### config.mk
export PLATFORM = sky130hd
export DESIGN_NAME = prewish_pattern_blinker_flat
export DESIGN_NICKNAME = d
export VERILOG_FILES = /design/src/rtl/prewish_pattern_blinker_if.sv /design/src/rtl/prewish_pattern_blinker.sv /design/src/flat_wrapper.sv
export SDC_FILE = /design/constraint.sdc
export NUM_CORES = 1
export LEC_CHECK = 0
export BUFFER_PORTS_ARGS = -buffer_cell sky130_fd_sc_hd__buf_2
export CAP_MARGIN = 20
export CORE_UTILIZATION = 58
export CTS_BUF_LIST = sky130_fd_sc_hd__clkbuf_16
export CTS_CLUSTER_DIAMETER = 80
export DETAILED_ROUTE_END_ITERATION = 6
export PLACE_DENSITY_LB_ADDON = 0.15
export RECOVER_POWER = 100
export SYNTH_ARGS = -nofsm -noshare
export SYNTH_HDL_FRONTEND = slang
export SYNTH_SLANG_ARGS = --single-unit
### constraint.sdc
create_clock -name CLK_I -period 2.8 [get_ports CLK_I]
set_input_delay 0.56 -clock CLK_I [delete_from_list [all_inputs] [get_ports CLK_I]]
set_output_delay 0.56 -clock CLK_I [all_outputs]
set_load 0.02 [all_outputs]
### src/rtl/prewish_pattern_blinker_if.sv
// Load bus from the mentor: level strobe plus 8-bit mask.
// master drives STB_I/DAT_I, slave (the blinker) samples them.
interface prewish_pattern_blinker_if;
  logic       STB_I;
  logic [7:0] DAT_I;

  modport master (
    output STB_I,
    output DAT_I
  );

  modport slave (
    input STB_I,
    input DAT_I
  );
endinterface

### src/rtl/prewish_pattern_blinker.sv
// Plays a strobed 8-bit mask on o_led, MSB first, 2^PRESCALE_W clocks/bit.
// Ports: CLK_I, RST_I (async low), bus (STB_I/DAT_I), o_led, o_running, o_alive.
module prewish_pattern_blinker #(
  parameter int PRESCALE_W = 22
) (
  input  logic CLK_I,
  input  logic RST_I,
  prewish_pattern_blinker_if.slave bus,
  output logic o_led,
  output logic o_running,
  output logic o_alive
);

  typedef enum logic {
    ST_IDLE,
    ST_RUN
  } state_t;

  state_t                r_state;
  logic                  r_stb_q;
  logic [7:0]            r_mask;
  logic [2:0]            r_idx;
  logic [PRESCALE_W-1:0] r_presc;
  logic                  r_led;
  logic                  r_alive;

  logic                  w_load;
  logic                  w_tick;
  logic [2:0]            w_idx_nxt;

  // One load per strobe rising edge, however long it stays high.
  assign w_load    = bus.STB_I & ~r_stb_q;
  assign w_tick    = &r_presc;
  assign w_idx_nxt = r_idx - 3'd1;

  always_ff @(posedge CLK_I or negedge RST_I) begin
    if (!RST_I) begin
      r_state <= ST_IDLE;
      r_stb_q <= 1'b0;
      r_mask  <= 8'h00;
      r_idx   <= 3'd7;
      r_presc <= '0;
      r_led   <= 1'b0;
      r_alive <= 1'b0;
    end else begin
      r_stb_q <= bus.STB_I;
      // A load on a tick edge wins; the tick is dropped.
      if (w_load) begin
        r_state <= ST_RUN;
        r_mask  <= bus.DAT_I;
        r_idx   <= 3'd7;
        r_presc <= '0;
        r_led   <= bus.DAT_I[7];
        r_alive <= ~r_alive;
      end else begin
        unique case (r_state)
          ST_IDLE: begin
            r_led <= 1'b0;
          end
          ST_RUN: begin
            r_presc <= r_presc + 1'b1;
            if (w_tick) begin
              r_idx <= w_idx_nxt;
              r_led <= r_mask[w_idx_nxt];
            end
          end
          default: begin
            r_state <= ST_IDLE;
          end
        endcase
      end
    end
  end

  assign o_led     = r_led;
  assign o_running = (r_state == ST_RUN);
  assign o_alive   = r_alive;

endmodule

### src/flat_wrapper.sv
// flat-port wrapper written by rule: the top's interface ports become plain ports
module prewish_pattern_blinker_flat 
#(
  parameter int PRESCALE_W = 22
)
  (CLK_I, RST_I, o_led, o_running, o_alive, bus_STB_I, bus_DAT_I);
  prewish_pattern_blinker_if bus_i ();
  input  logic CLK_I;
  input  logic RST_I;
  output logic o_led;
  output logic o_running;
  output logic o_alive;
  input wire logic [$bits(bus_i.STB_I)-1:0] bus_STB_I;
  input wire logic [$bits(bus_i.DAT_I)-1:0] bus_DAT_I;
  assign bus_i.STB_I = bus_STB_I;
  assign bus_i.DAT_I = bus_DAT_I;
  prewish_pattern_blinker #(.PRESCALE_W(PRESCALE_W)) u_core (.CLK_I(CLK_I), .RST_I(RST_I), .bus(bus_i), .o_led(o_led), .o_running(o_running), .o_alive(o_alive));
endmodule
Yosys cells after proc, flatten, opt, wreduce, memory -nomap -nowiden
Index checks and enable logic that the tools add are counted.
Cells by class
  add/sub/neg operators: 2
  order comparisons: 1
  equality and inequality tests: 1
  mux-type cells: 10
  bitwise logic cells: 4
  reduce and logical (&&, ||, !) cells: 4
Operators by type and width (number)
  $mux W22: 2
  $add A22 B1 Y22 const B: 1
  $reduce_and A22 Y1: 1
  $mux W3: 3
  $lt A3 B4 Y1 const B: 1
  $reduce_bool A2 Y1: 2
  $bmux W1 S3: 1
  $mux W1: 3
  $ne A3 B3 Y1 const B: 1
  $not A1 Y1: 3
  $sub A3 B1 Y3 const B: 1
  $pmux W1 S2: 1
  $reduce_and A2 Y1: 1
  $and A1 B1 Y1: 1
Word-level totals
  flip-flop bits (word level): 37
  word-level logic and storage cells: 29

Longest topological paths before layout
Gate-level depths: netlist of run 1.
  word-level depth: 6
  gate-level depth with buffers: 6
  depth with buffers taken out: 6

Worst setup path after synthesis of run 1
OpenSTA, ideal clock, no wires.
  path kind: register -> register
  from: register u_core.r_state, in the netlist u_core.o_running
  to: register u_core.r_presc[16]
  arrival time: 1.929 ns
  setup slack: 0.793 ns
  stages on the path, launching flop included: 6
  path buffers: 1
  period minus slack after synthesis: 2.007 ns
  cell sequence: dfrtp_1 buf_2 nand3_1 or3_1 or4_1 a21oi_1
Between the ends
  cells in the longest elaborated chain, start to end: 1
RTL lines
  start, declared: line prewish_pattern_blinker.sv:19  | state_t r_state;
  start signal, assigned: line prewish_pattern_blinker.sv:38  | r_state <= ST_IDLE;
  start signal, assigned: line prewish_pattern_blinker.sv:49  | r_state <= ST_RUN;
  start signal, assigned: line prewish_pattern_blinker.sv:68  | r_state <= ST_IDLE;
  $reduce_bool A2 Y1 (no source line)
  end signal, assigned: line prewish_pattern_blinker.sv:61  | r_presc <= r_presc + 1'b1;
  end, declared: line prewish_pattern_blinker.sv:23  | logic [PRESCALE_W-1:0] r_presc;
No other way between the ends.
A chain may end at the register's enable or synchronous reset.

Final worst setup path of run 1
  from: register u_core.r_presc[0]
  to: register u_core.r_idx[2]
Between the ends
  cells in the longest elaborated chain, start to end: 3
RTL lines
  $reduce_and A22 Y1: line prewish_pattern_blinker.sv:33  | assign w_tick = &r_presc;
  $reduce_bool A2 Y1 (no source line)
  $reduce_and A2 Y1 (no source line)
  end signal, assigned: line prewish_pattern_blinker.sv:63  | r_idx <= w_idx_nxt;
  end, declared: line prewish_pattern_blinker.sv:22  | logic [2:0] r_idx;
No other way between the ends.

==> summary.txt, run 1 <==
Setup path
  – Element type at the critical path end: flip-flop
  – Crit path arrival time: 2.33 ns
  – Worst-path cell chain: ha_1 > nand3_1 > nor4_1 > and4_1 > o21ai_0
  – Crit start category: flip-flop
  – Worst R2R Start: u_core.r_presc[0]
  – FF-to-FF End: u_core.r_idx[2]
  – R2R depth: 5
  – Crit path required time: 2.96 ns
  – Worst-path fanout max: 10
  – Worst Path Class, Setup: reg -> reg
  – Worst Setup SP: u_core.r_presc[0]
  – Flop2flop setup slack: 0.63 ns
  – Slowest cell on the critical path: nor4_1
  – CP peak stage delay: 0.78 ns

Global routing
  – M3 GR Usage: 0.0603
  – Vias in the first global route: 1483
  – Total Routing Usage GR: 0.268
  – Pin count of the biggest net entering global routing: 38
  – Initial antenna violation count: 0
  – GR Overflow Total: 0
  – Met1 global-route usage: 0.298
  – First-pass GRT wire length: 6580 µm
  – Busiest grt layer: met2
  – Met2 GRT Util: 0.482

Power
  – Peak VDD IR: 0.000487 V
  – Static leakage: 0.886 nW
  – Final Power: 1.47 mW
  – Sw frac: 0.225
  – Switch Pwr: 0.332 mW
  – Combinational share of power: 0.091
  – Total internal power: 1.14 mW
  – Power Density: 716 nW/µm²
  – Seq pwr share: 0.423
  – Power share of the clock group: 0.485

Hold path
  – Hold Path Cell Cnt: 1
  – Hold path start: bus_STB_I
  – Hold path endpoint: u_core.r_stb_q
  – Type of the tightest min-delay check: in -> reg

Yosys
  – Top post-synthesis cells by area: dfrtp_1, nand2_1, dfstp_2
  – Post-Syn Area: 1800 µm²
  – Ys async rst share: 1.00
  – Simple-gate area share of the yosys netlist: 0.255
  – EDFF count, synth: 0
  – Sequential area share after synthesis: 0.515
  – Yosys top cell area share: 0.472
  – Synth Instances: 186
  – Number of synthesized register bits: 37
  – Syn Area/Cell: 9.70 µm²
  – Yosys warning count: 0
  – Post-synthesis mux area share: 0.0361
  – Top FF cell, synth: dfrtp_1
  – Adder-cell area share of the yosys netlist: 0.0139
  – Yosys top cell by area: dfrtp_1
  – Post-synthesis compound-gate area fraction: 0.0902
  – Syn_nets: 199
  – Main combinational cell family by area after synthesis: simple AND/OR/NAND/NOR gates
  – Post-synth cell types: 31
  – Xor and xnor fraction of the mapped netlist area: 0.0583

STA
  – Setup-failing EPs final: 0
  – Fmax: 0.462 GHz
  – Worst-margin pin slew: 1.92 ns
  – TNS Setup: 0 ns
  – Final hold viol count: 0
  – RSZ-0062 raised after global routing: false
  – Min cycle time layout: 2.17 ns
  – Slew margin rel.: -0.280
  – Final worst-path cycle share: 0.773
  – Final Max Tran Viols: 38
  – Clock Skew: 0.00253 ns

Clock tree
  – Clk buf depth: 2
  – CTS tree: yes
  – Post-CTS Hold Buffers: 0
  – Clock-pin slew on the worst setup and hold paths: 0.05 ns
  – Clk Latency, worst-skew pair: 0.28 ns
  – H-tree depth: 2
  – CTS sink count: 37
  – Setup Fix Bufs, Post-CTS: 0
  – CTS root buffer: clkbuf_16
  – Num CTS Buffers: 5
  – Post_cts resized: 0

Drt
  – DR vias: 1467
  – Routed vias/inst: 6.27
  – DR iter-0 viols: 70
  – Wirelength per Cell: 15.9 µm
  – Antenna-violating nets left: 0
  – First-pass DRT Iterations: 4
  – Post-Route WL: 3710 µm
  – DRC viols: 0

Floorplanning
  – Die X: 57.8 µm
  – DIE HEIGHT: 57.8 µm
  – Core Footprint: 2850 µm²
  – Die ar.: 3340 µm²
  – Initial core utilization: 0.632
  – # rows: 19
  – I/O pin count: 14

Final layout
  – Nets: 215
  – Inserted Diodes: 0
  – Share of layout cells above drive strength 1: 0.108
  – P&R area growth vs syn: 14.1%
  – Design area: 2060 µm²
  – Commonest cells after routing, fill and taps aside: nand2_1, dfrtp_1, a21oi_1
  – Filler cells: 210

Place
  – Number of port buffers: 13
  – Placed Area: 1900 µm²
  – DPL Wire Length: 2580 µm
  – Routability Congestion: 0.798

Run status
  – Status: complete, but fails checks
  – Failing checks: capacitance limit, slew limit

Flow run
  – MaxCap Viol Count: 1
## stage by stage
| step | util | cells | hold slack (ns) | setup WS, ns |
|---|---|---|---|---|
| 3_3_place_gp | 0.665 | 226 | 0.453 | 0.796 |
| 6_report | 0.721 | 234 | 0.422 | 0.635 |
| 4_1_cts | 0.732 | 234 | 0.389 | 0.618 |
| 3_5_place_dp | 0.665 | 226 | 0.459 | 0.578 |
| 5_1_grt | 0.721 | 234 | 0.422 | 0.424 |
| 2_1_floorplan | - | 186 | 0.264 | 0.793 |
## cell usage after synthesis, types with 3 or more instances
library cell / n
nand2_1: 34
nor2_1: 11
o31ai_1: 5
nor4_1: 6
o21ai_0: 9
a21oi_1: 13
clkbuf_1: 5
dfrtp_1: 34
or3_1: 9
dfstp_2: 3
xor2_1: 3
xnor2_1: 9
nand4_1: 6
or4_1: 6
nand3_1: 7
inv_1: 6
## flip-flops by register name (all words and copies together) (netlist names)
name and count:
u_core.r_idx 3, u_core.r_stb_q 1, u_core.r_mask 8, u_core.o_alive 1, u_core.o_led 1, u_core.r_presc 22, u_core.o_running 1
## worst max-delay path, delay by kind of cell, from the launching register on
family | cells | cell delay [ns]
adder cells (fa/ha/maj) | 1 | 0.23
AND/OR/NAND/NOR | 3 | 1.35
flip-flops | 1 | 0.38
AO/OA/AOI/OAI | 1 | 0.10
## power by group through the flow
stage	clock, mW	combinational [mW]	sequential (mW)
after global placement	0	0.134	0.630
final	0.715	0.134	0.624
after CTS	0.728	0.143	0.623
after detailed placement	0	0.142	0.632
after floorplan	0	0.0814	0.633
after global routing	0.749	0.152	0.631
## logic make-up after synthesis
logic type,count (synthesis)
and+or+nand+nor,89
DFF,37
AOI/OAI and AO/OA,29
buffers and inverters,13
xor gates and xnor gates,12
muxes,4
adders and majority gates,2
## metal layers
layer  share of wire  up-vias
li1                -      700
met3           0.052       14
met5               0        -
met4           0.031        0
met2            0.51       52
met1            0.41      701
## area by class of cell
class / instances / area, µm² / share of cell area
flip-flops and latches: 37 / 930 / 0.452
multi-input cells: 136 / 807 / 0.392
clock buffers: 5 / 125 / 0.0608
repair buffers: 16 / 70.1 / 0.0340
clock inverters: 3 / 65.1 / 0.0316
well taps: 31 / 38.8 / 0.0188
inverters: 6 / 22.5 / 0.0109
## worst max-delay path by stage
stage	end	slack, ns	cells after the start
finish	u_core.r_idx[2]	0.63	5
global route	u_core.r_idx[2]	0.42	5
CTS	u_core.r_idx[2]	0.62	5
detailed placement	u_core.r_idx[2]	0.58	5
global placement	u_core.r_presc[16]	0.80	5
floorplan	u_core.r_presc[16]	0.79	5
Note: power is estimated with default switching activity, not from simulation.
==> inputs of run 2 (changes only) <==
--- a/config.mk
+++ b/config.mk
@@ -5,9 +5,10 @@
 export SDC_FILE = /design/constraint.sdc
 export NUM_CORES = 1
 export LEC_CHECK = 0
+export ABC_AREA = 1
 export BUFFER_PORTS_ARGS = -buffer_cell sky130_fd_sc_hd__buf_2
 export CAP_MARGIN = 20
-export CORE_UTILIZATION = 58
+export CORE_UTILIZATION = 53
 export CTS_BUF_LIST = sky130_fd_sc_hd__clkbuf_16
 export CTS_CLUSTER_DIAMETER = 80
 export DETAILED_ROUTE_END_ITERATION = 6
==> constraint.sdc (replaced) <==
create_clock -name CLK_I -period 1.8 [get_ports CLK_I]
set_input_delay 0.36 -clock CLK_I [delete_from_list [all_inputs] [get_ports CLK_I]]
set_output_delay 0.36 -clock CLK_I [all_outputs]
set_load 0.02 [all_outputs]
==> run 2 against run 1 <==
  * The flow now finishes without violations
  * Area after synthesis increased by 9.2%
  * Fmax up 34%
  * Cell area is 9.7% higher
==> summary.txt, run 2 <==
Power
  – Peak VDD IR: 0.000773 V (was 0.000487 V)
  – Power Density: 1040 nW/µm² (was 716 nW/µm²)
  – Final Power: 2.36 mW (was 1.47 mW)
  – Static leakage: 1.09 nW (was 0.886 nW)

Global routing
  – Pin count of the biggest net entering global routing: 38 (unchanged)
  – GR Overflow Total: 0 (unchanged)
  – Initial antenna violation count: 0 (unchanged)
  – First-pass GRT wire length: 7510 µm (was 6580 µm)
  – Vias in the first global route: 1699 (was 1483)
  – Total Routing Usage GR: 0.246 (was 0.268)

Floorplanning
  – Die X: 63.0 µm (was 57.8 µm)
  – I/O pin count: 14 (unchanged)
  – DIE HEIGHT: 63.0 µm (was 57.8 µm)
  – Initial core utilization: 0.573 (was 0.632)
  – Core Footprint: 3440 µm² (was 2850 µm²)
  – # rows: 21 (was 19)
  – Die ar.: 3970 µm² (was 3340 µm²)

Clock tree
  – Post_cts resized: 0 (unchanged)
  – Clk Latency, worst-skew pair: 0.28 ns (about the same)
  – H-tree depth: 2 (unchanged)
  – CTS tree: yes (unchanged)
  – Num CTS Buffers: 5 (unchanged)
  – Clk buf depth: 2 (unchanged)
  – CTS sink count: 37 (unchanged)
  – Setup Fix Bufs, Post-CTS: 0 (unchanged)
  – Post-CTS Hold Buffers: 0 (unchanged)
  – Clock-pin slew on the worst setup and hold paths: 0.06 ns (was 0.05 ns)
  – CTS root buffer: clkbuf_16 (unchanged)

STA
  – Fin Hold WS: 0.199 ns (was 0.422 ns)
  – Final Max Tran Viols: 0 (was 38)
  – Clock Skew: 0.00273 ns (was 0.00253 ns)
  – Final worst-path cycle share: 0.901 (was 0.773)
  – Setup-failing EPs final: 0 (unchanged)
  – Slew margin rel.: 0.408 (was -0.280)
  – RSZ-0062 raised after global routing: false (unchanged)
  – Worst-margin pin slew: 0.888 ns (was 1.92 ns)
  – Fmax: 0.617 GHz (was 0.462 GHz)
  – TNS Setup: 0 ns (unchanged)
  – Min cycle time layout: 1.62 ns (was 2.17 ns)
  – Final hold viol count: 0 (unchanged)
  – Setup slack after layout: 0.178 ns (was 0.635 ns)

Yosys
  – Post-Syn Area: 1970 µm² (was 1800 µm²)
  – Top FF cell, synth: dfrtp_1 (unchanged)
  – Post-synth top cells: nand2_1, dfrtp_1, nor2_1 (was dfrtp_1, nand2_1, a21oi_1)
  – Syn_nets: 274 (was 199)
  – Yosys warning count: 0 (unchanged)
  – Synth Instances: 261 (was 186)
  – Top post-synthesis cells by area: dfrtp_1, nand2_1, nor2_1 (was dfrtp_1, nand2_1, dfstp_2)
  – Most common cell in the netlist: nand2_1
  – EDFF count, synth: 0 (unchanged)
  – Yosys top cell area share: 0.432 (was 0.472)
  – Sequential area share after synthesis: 0.472 (was 0.515)
  – Yosys top cell by area: dfrtp_1 (unchanged)
  – Syn Area/Cell: 7.55 µm² (was 9.70 µm²)
  – Post-synth cell types: 29 (was 31)
  – Number of synthesized register bits: 37 (unchanged)
  – Ys async rst share: 1.00 (unchanged)

Final layout
  – Register bank with the most flops: u_core.r_presc (unchanged)
  – Nets: 293 (was 215)
  – Inserted Diodes: 0 (unchanged)
  – Share of layout cells above drive strength 1: 0.128 (was 0.108)
  – Top Registers: u_core.r_presc: 22 flops, u_core.r_mask: 8 flops, u_core.r_idx: 3 flops (unchanged)
  – Final core occ: 0.656 (was 0.721)
  – Commonest non-fill, non-tap cell in the layout: nand2_1
  – Commonest cells after routing, fill and taps aside: nand2_1, dfrtp_1, nor2_1 (was nand2_1, dfrtp_1, a21oi_1)
  – P&R area growth vs syn: 14.6% (was 14.1%)
  – Max FFs per register: 22 (unchanged)

Place
  – Setup slack at placement: 0.213 ns (was 0.578 ns)
  – Routability Congestion: 0.889 (was 0.798)
  – Number of port buffers: 13 (unchanged)
  – DPL Wire Length: 2910 µm (was 2580 µm)

Drt
  – DR iter-0 viols: 132 (was 70)
  – First-pass DRT Iterations: 4 (unchanged)
  – DRC viols: 0 (unchanged)
  – Antenna-violating nets left: 0 (unchanged)
  – Routed vias/inst: 5.18 (was 6.27)
  – DR vias: 1694 (was 1467)
  – Post-Route WL: 4100 µm (was 3710 µm)
  – Wirelength per Cell: 12.5 µm (was 15.9 µm)

Setup path
  – Cell repeated most along the worst path: nand2_1
  – Crit path required time: 2.02 ns (was 2.96 ns)
  – Worst Setup SP: u_core.r_idx[0] (was u_core.r_presc[0])
  – Worst Path Class, Setup: reg -> reg (unchanged)
  – CP delay by family, top: flip-flops (was simple AND/OR/NAND/NOR gates)
  – Crit path arrival time: 1.84 ns (was 2.33 ns)
  – Element type at the critical path end: flip-flop (unchanged)
  – Worst-path cell chain: inv_1 > ha_1 > nor2_1 > nand2_1 > nand3_1 > nand3_1 > nand2_1 > nand2_1 > nand2_1 (was ha_1 > nand3_1 > nor4_1 > and4_1 > o21ai_0)
  – CP peak stage delay: 0.59 ns (was 0.78 ns)
  – CP Buf/Inv Count: 1 (was 0)
  – Worst R2R Start: u_core.r_idx[0] (was u_core.r_presc[0])
  – Crit start category: flip-flop (unchanged)
  – Worst-path fanout max: 8 (was 10)
  – Slowest cell on the critical path: dfstp_2 (was nor4_1)

Hold path
  – Hold path start: bus_STB_I (unchanged)
  – Type of the tightest min-delay check: in -> reg (unchanged)

Flow run
  – MaxCap Viol Count: 0 (was 1)

Run status
  – Status: finished, final reports clean (was complete, but fails checks)
run 2: cell count changes after synthesis, sizes merged, moves of 6 or more:
| cell | delta |
|---|---|
| inv | +24 |
| nand2 | +47 |
| nand3 | +8 |
| nor2 | +27 |
| nor3 | +8 |
| nor4 | -6 |
| o21ai | +11 |
| or3 | -9 |
| or4 | -7 |
| xnor2 | -8 |
run 2: final timing paths:
check	to	slack (ns)	cells after the start
max	u_core.o_led	0.18	9
min	u_core.r_stb_q	0.20	1
max reg2reg	u_core.o_led	0.18	9
min reg2reg	u_core.o_alive	0.46	1
max in group asynchronous	u_core.r_presc[19]	0.97	2
min in group asynchronous	u_core.r_presc[11]	0.28	2
run 2: cell type report:
class                   count  area (µm²)
multi-input cells         189         883
clock buffers               5         125
well taps                  46        57.6
repair buffers             17        85.1
flip-flops and latches     37         930
inverters                  30         113
clock inverters             3        65.1
fillers                   306        1180
run 2: cells by family after synthesis:
logic type	synth area share
AO/OA/AOI/OAI	0.0959
XOR/XNOR	0.0133
adder cells (fa/ha/maj)	0.0127
buffers and inverters	0.0736
flip-flops	0.472
AND/OR/NAND/NOR	0.333
run 2: layer usage:
layer  GRT usage  up-vias  share of wire
met3      0.0493       10          0.038
li1            -      866              -
met1       0.285      779           0.45
met5           0        -              0
met2       0.429       39           0.49
met4       0.119        0          0.024
run 2: per-stage QoR:
| stage | instances | area, µm² |
|---|---|---|
| 6_report | 327 | 2260 |
| 3_3_place_gp | 319 | 2090 |
| 4_1_cts | 327 | 2280 |
| 5_1_grt | 327 | 2260 |
| 3_5_place_dp | 319 | 2090 |
| 2_1_floorplan | 261 | 1970 |
run 2: power breakdown:
group	switching (mW)	total (mW)	internal, mW	leakage, nW
sequential	0.0589	0.977	0.918	0.477
clock	0.332	1.12	0.790	0.0938
combinational	0.165	0.259	0.0936	0.520
==> inputs of run 3 (changes only) <==
--- a/config.mk
+++ b/config.mk
@@ -5,7 +5,6 @@
 export SDC_FILE = /design/constraint.sdc
 export NUM_CORES = 1
 export LEC_CHECK = 0
-export ABC_AREA = 1
 export BUFFER_PORTS_ARGS = -buffer_cell sky130_fd_sc_hd__buf_2
 export CAP_MARGIN = 20
 export CORE_UTILIZATION = 53
@@ -14,6 +13,7 @@
 export DETAILED_ROUTE_END_ITERATION = 6
 export PLACE_DENSITY_LB_ADDON = 0.15
 export RECOVER_POWER = 100
+export SLEW_MARGIN = 20
 export SYNTH_ARGS = -nofsm -noshare
 export SYNTH_HDL_FRONTEND = slang
 export SYNTH_SLANG_ARGS = --single-unit
==> run 3 against run 2 <==
  * The run now ends with setup timing left
  * Cell area is 4.8% higher
  * Wire length is 3.3% higher
  * Via count is 5.1% lower
  * Die area is 8.2% lower
  * Sequential share of layout area is 1.8 points lower
  * Count of clock-buffer cells in the layout stayed put
  * Global-route usage is 1.4 points higher
  * Worst hold slack better by 0.025 ns
  * Register-to-register slack worse by 0.23 ns
  * Sequential power is 2.1% lower
  * Power is 7.3% lower
  * Largest cell class unchanged
  * Largest power group is now registers
==> summary.txt, run 3 (synthesis gave the netlist of run 1 again) <==
Clock tree
  – CTS tree: yes (unchanged)
  – Num CTS Buffers: 5 (unchanged)
  – H-tree depth: 2 (unchanged)
  – Clock-pin slew on the worst setup and hold paths: 0.05 ns (was 0.06 ns)
  – Clk Latency, worst-skew pair: 0.28 ns (about the same)
  – CTS sink count: 37 (unchanged)
  – Clk buf depth: 2 (unchanged)
  – CTS root buffer: clkbuf_16 (unchanged)

Floorplanning
  – # rows: 20 (was 21)
  – DIE HEIGHT: 60.3 µm (was 63.0 µm)
  – I/O pin count: 14 (unchanged)
  – Die ar.: 3640 µm² (was 3970 µm²)
  – Initial core utilization: 0.572 (was 0.573)
  – Die X: 60.3 µm (was 63.0 µm)
  – Core Footprint: 3150 µm² (was 3440 µm²)

Setup path
  – Slowest cell on the critical path: or4_4 (was dfstp_2)
  – Worst Path Class, Setup: reg -> reg (unchanged)
  – Element type at the critical path end: flip-flop (unchanged)
  – Crit path required time: 2.01 ns (was 2.02 ns)
  – Worst-path fanout max: 8 (unchanged)
  – CP peak stage delay: 0.60 ns (was 0.59 ns)
  – R2R depth: 4 (was 9)
  – Worst-path cell chain: nand4_2 > or4_4 > or4_1 > a21oi_2 (was inv_1 > ha_1 > nor2_1 > nand2_1 > nand3_1 > nand3_1 > nand2_1 > nand2_1 > nand2_1)
  – Crit path arrival time: 2.06 ns (was 1.84 ns)
  – Crit start category: flip-flop (unchanged)

STA
  – Fmax: 0.540 GHz (was 0.617 GHz)
  – Slew margin rel.: 0.622 (was 0.408)
  – Clock Skew: 0.00439 ns (was 0.00273 ns)
  – Min cycle time layout: 1.85 ns (was 1.62 ns)
  – Final Max Tran Viols: 0 (unchanged)
  – Setup-failing EPs final: 4 (was 0)
  – Worst-margin pin slew: 0.568 ns (was 0.888 ns)
  – Final hold viol count: 0 (unchanged)
  – Setup slack after layout: -0.0532 ns (was 0.178 ns)
  – RSZ-0062 raised after global routing: true (was false)
  – Final worst-path cycle share: 1.03 (was 0.901)

Drt
  – DR vias: 1607 (was 1694)
  – Antenna-violating nets left: 0 (unchanged)
  – Post-Route WL: 4230 µm (was 4100 µm)
  – First-pass DRT Iterations: 4 (unchanged)
  – Wirelength per Cell: 15.2 µm (was 12.5 µm)
  – DR iter-0 viols: 118 (was 132)
  – DRC viols: 0 (unchanged)
  – Routed vias/inst: 5.76 (was 5.18)

Final layout
  – Design area: 2370 µm² (was 2260 µm²)
  – Commonest cells after routing, fill and taps aside: nand2_1, dfrtp_1, buf_4 (was nand2_1, dfrtp_1, nor2_1)
  – Share of layout cells above drive strength 1: 0.298 (was 0.128)
  – Inserted Diodes: 0 (unchanged)
  – Top Registers: u_core.r_presc: 22 flops, u_core.r_mask: 8 flops, u_core.r_idx: 3 flops (unchanged)
  – Non-Filler Instances: 279 (was 327)
  – P&R area growth vs syn: 31.1% (was 14.6%)
  – Max FFs per register: 22 (unchanged)
  – Commonest non-fill, non-tap cell in the layout: nand2_1 (unchanged)
  – Register bank with the most flops: u_core.r_presc (unchanged)
  – Nets: 247 (was 293)

Run status
  – Status: complete, but fails checks (was finished, final reports clean)
  – Failing checks: setup timing

Power
  – Peak VDD IR: 0.000624 V (was 0.000773 V)
  – Power Density: 925 nW/µm² (was 1040 nW/µm²)
  – Static leakage: 1.05 nW (was 1.09 nW)

Place
  – Number of port buffers: 13 (unchanged)
  – Placed insts: 264 (was 319)
  – Setup slack at placement: -0.0455 ns (was 0.213 ns)
  – DPL Wire Length: 2840 µm (was 2910 µm)
  – Routability Congestion: 0.838 (was 0.889)
  – Placed Area: 2110 µm² (was 2090 µm²)

Global routing
  – Vias in the first global route: 1521 (was 1699)
  – First-pass GRT wire length: 6830 µm (was 7510 µm)
  – Total Routing Usage GR: 0.260 (was 0.246)
  – Initial antenna violation count: 0 (unchanged)
  – GR Overflow Total: 0 (unchanged)
  – Pin count of the biggest net entering global routing: 23 (was 38)

Flow run
  – MaxCap Viol Count: 0 (unchanged)

Hold path
  – Hold Path Cell Cnt: 1 (unchanged)
  – Type of the tightest min-delay check: in -> reg (unchanged)
## run 3: metal layers
metal / up-vias / wire length, µm / global-route usage / part of all wire
li1: 760 / - / - / -
met1: 778 / 1760 / 0.323 / 0.41
met2: 57 / 2170 / 0.432 / 0.51
met3: 12 / 226 / 0.0661 / 0.053
met4: 0 / 77 / 0.106 / 0.018
met5: - / 0 / 0 / 0
## run 3: report_power, final
group	total, mW	leakage, nW	internal [mW]	switching [mW]
clock	0.946	0.0826	0.642	0.304
combinational	0.285	0.494	0.128	0.157
sequential	0.956	0.477	0.905	0.0513
## run 3: path summary, 6_finish.rpt
| path | from | slack, ns | endpoint |
|---|---|---|---|
| min in group asynchronous | RST_I | 0.55 | u_core.r_presc[0] |
| max in group asynchronous | RST_I | 0.44 | u_core.r_idx[2] |
| max | u_core.r_presc[11] | -0.05 | u_core.r_presc[19] |
| min reg2reg | u_core.r_mask[0] | 0.48 | u_core.r_mask[0] |
| max reg2reg | u_core.r_presc[11] | -0.05 | u_core.r_presc[19] |
| min | bus_STB_I | 0.22 | u_core.r_stb_q |
## run 3: layout make-up
class	instances	area [µm²]
repair buffers	48	317
multi-input cells	136	878
flip-flops and latches	37	931
inverters	6	22.5
fillers	230	787
well taps	44	55.1
clock inverters	3	37.5
clock buffers	5	125
## run 3: critical path: cells and delay by family (launching register included)
kind             cells  cell delay (ns)
AO/OA/AOI/OAI        1             0.13
AND/OR/NAND/NOR      3             1.28
flip-flops           1             0.39
## run 3: stage by stage
step | power [mW] | hold WS [ns] | setup TNS, ns | util
6_report | 2.19 | 0.224 | -0.131 | 0.750
5_1_grt | 2.26 | 0.232 | -0.665 | 0.750
4_1_cts | 2.21 | 0.210 | 0 | 0.739
3_5_place_dp | 1.24 | 0.224 | -0.0820 | 0.669
3_3_place_gp | 1.23 | 0.218 | 0 | 0.669
2_1_floorplan | 1.11 | 0.0644 | -0.0572 | -
## run 3: what timing repair did
action | 4_1_cts | 5_1_grt
resized for setup | 3 | 8
setup buffers | 4 | 2
pin swaps | 2 | 8
endpoints found under the hold margin | 8 | 0
hold buffers | 1 | 0
setup endpoints to repair | 4 | 6
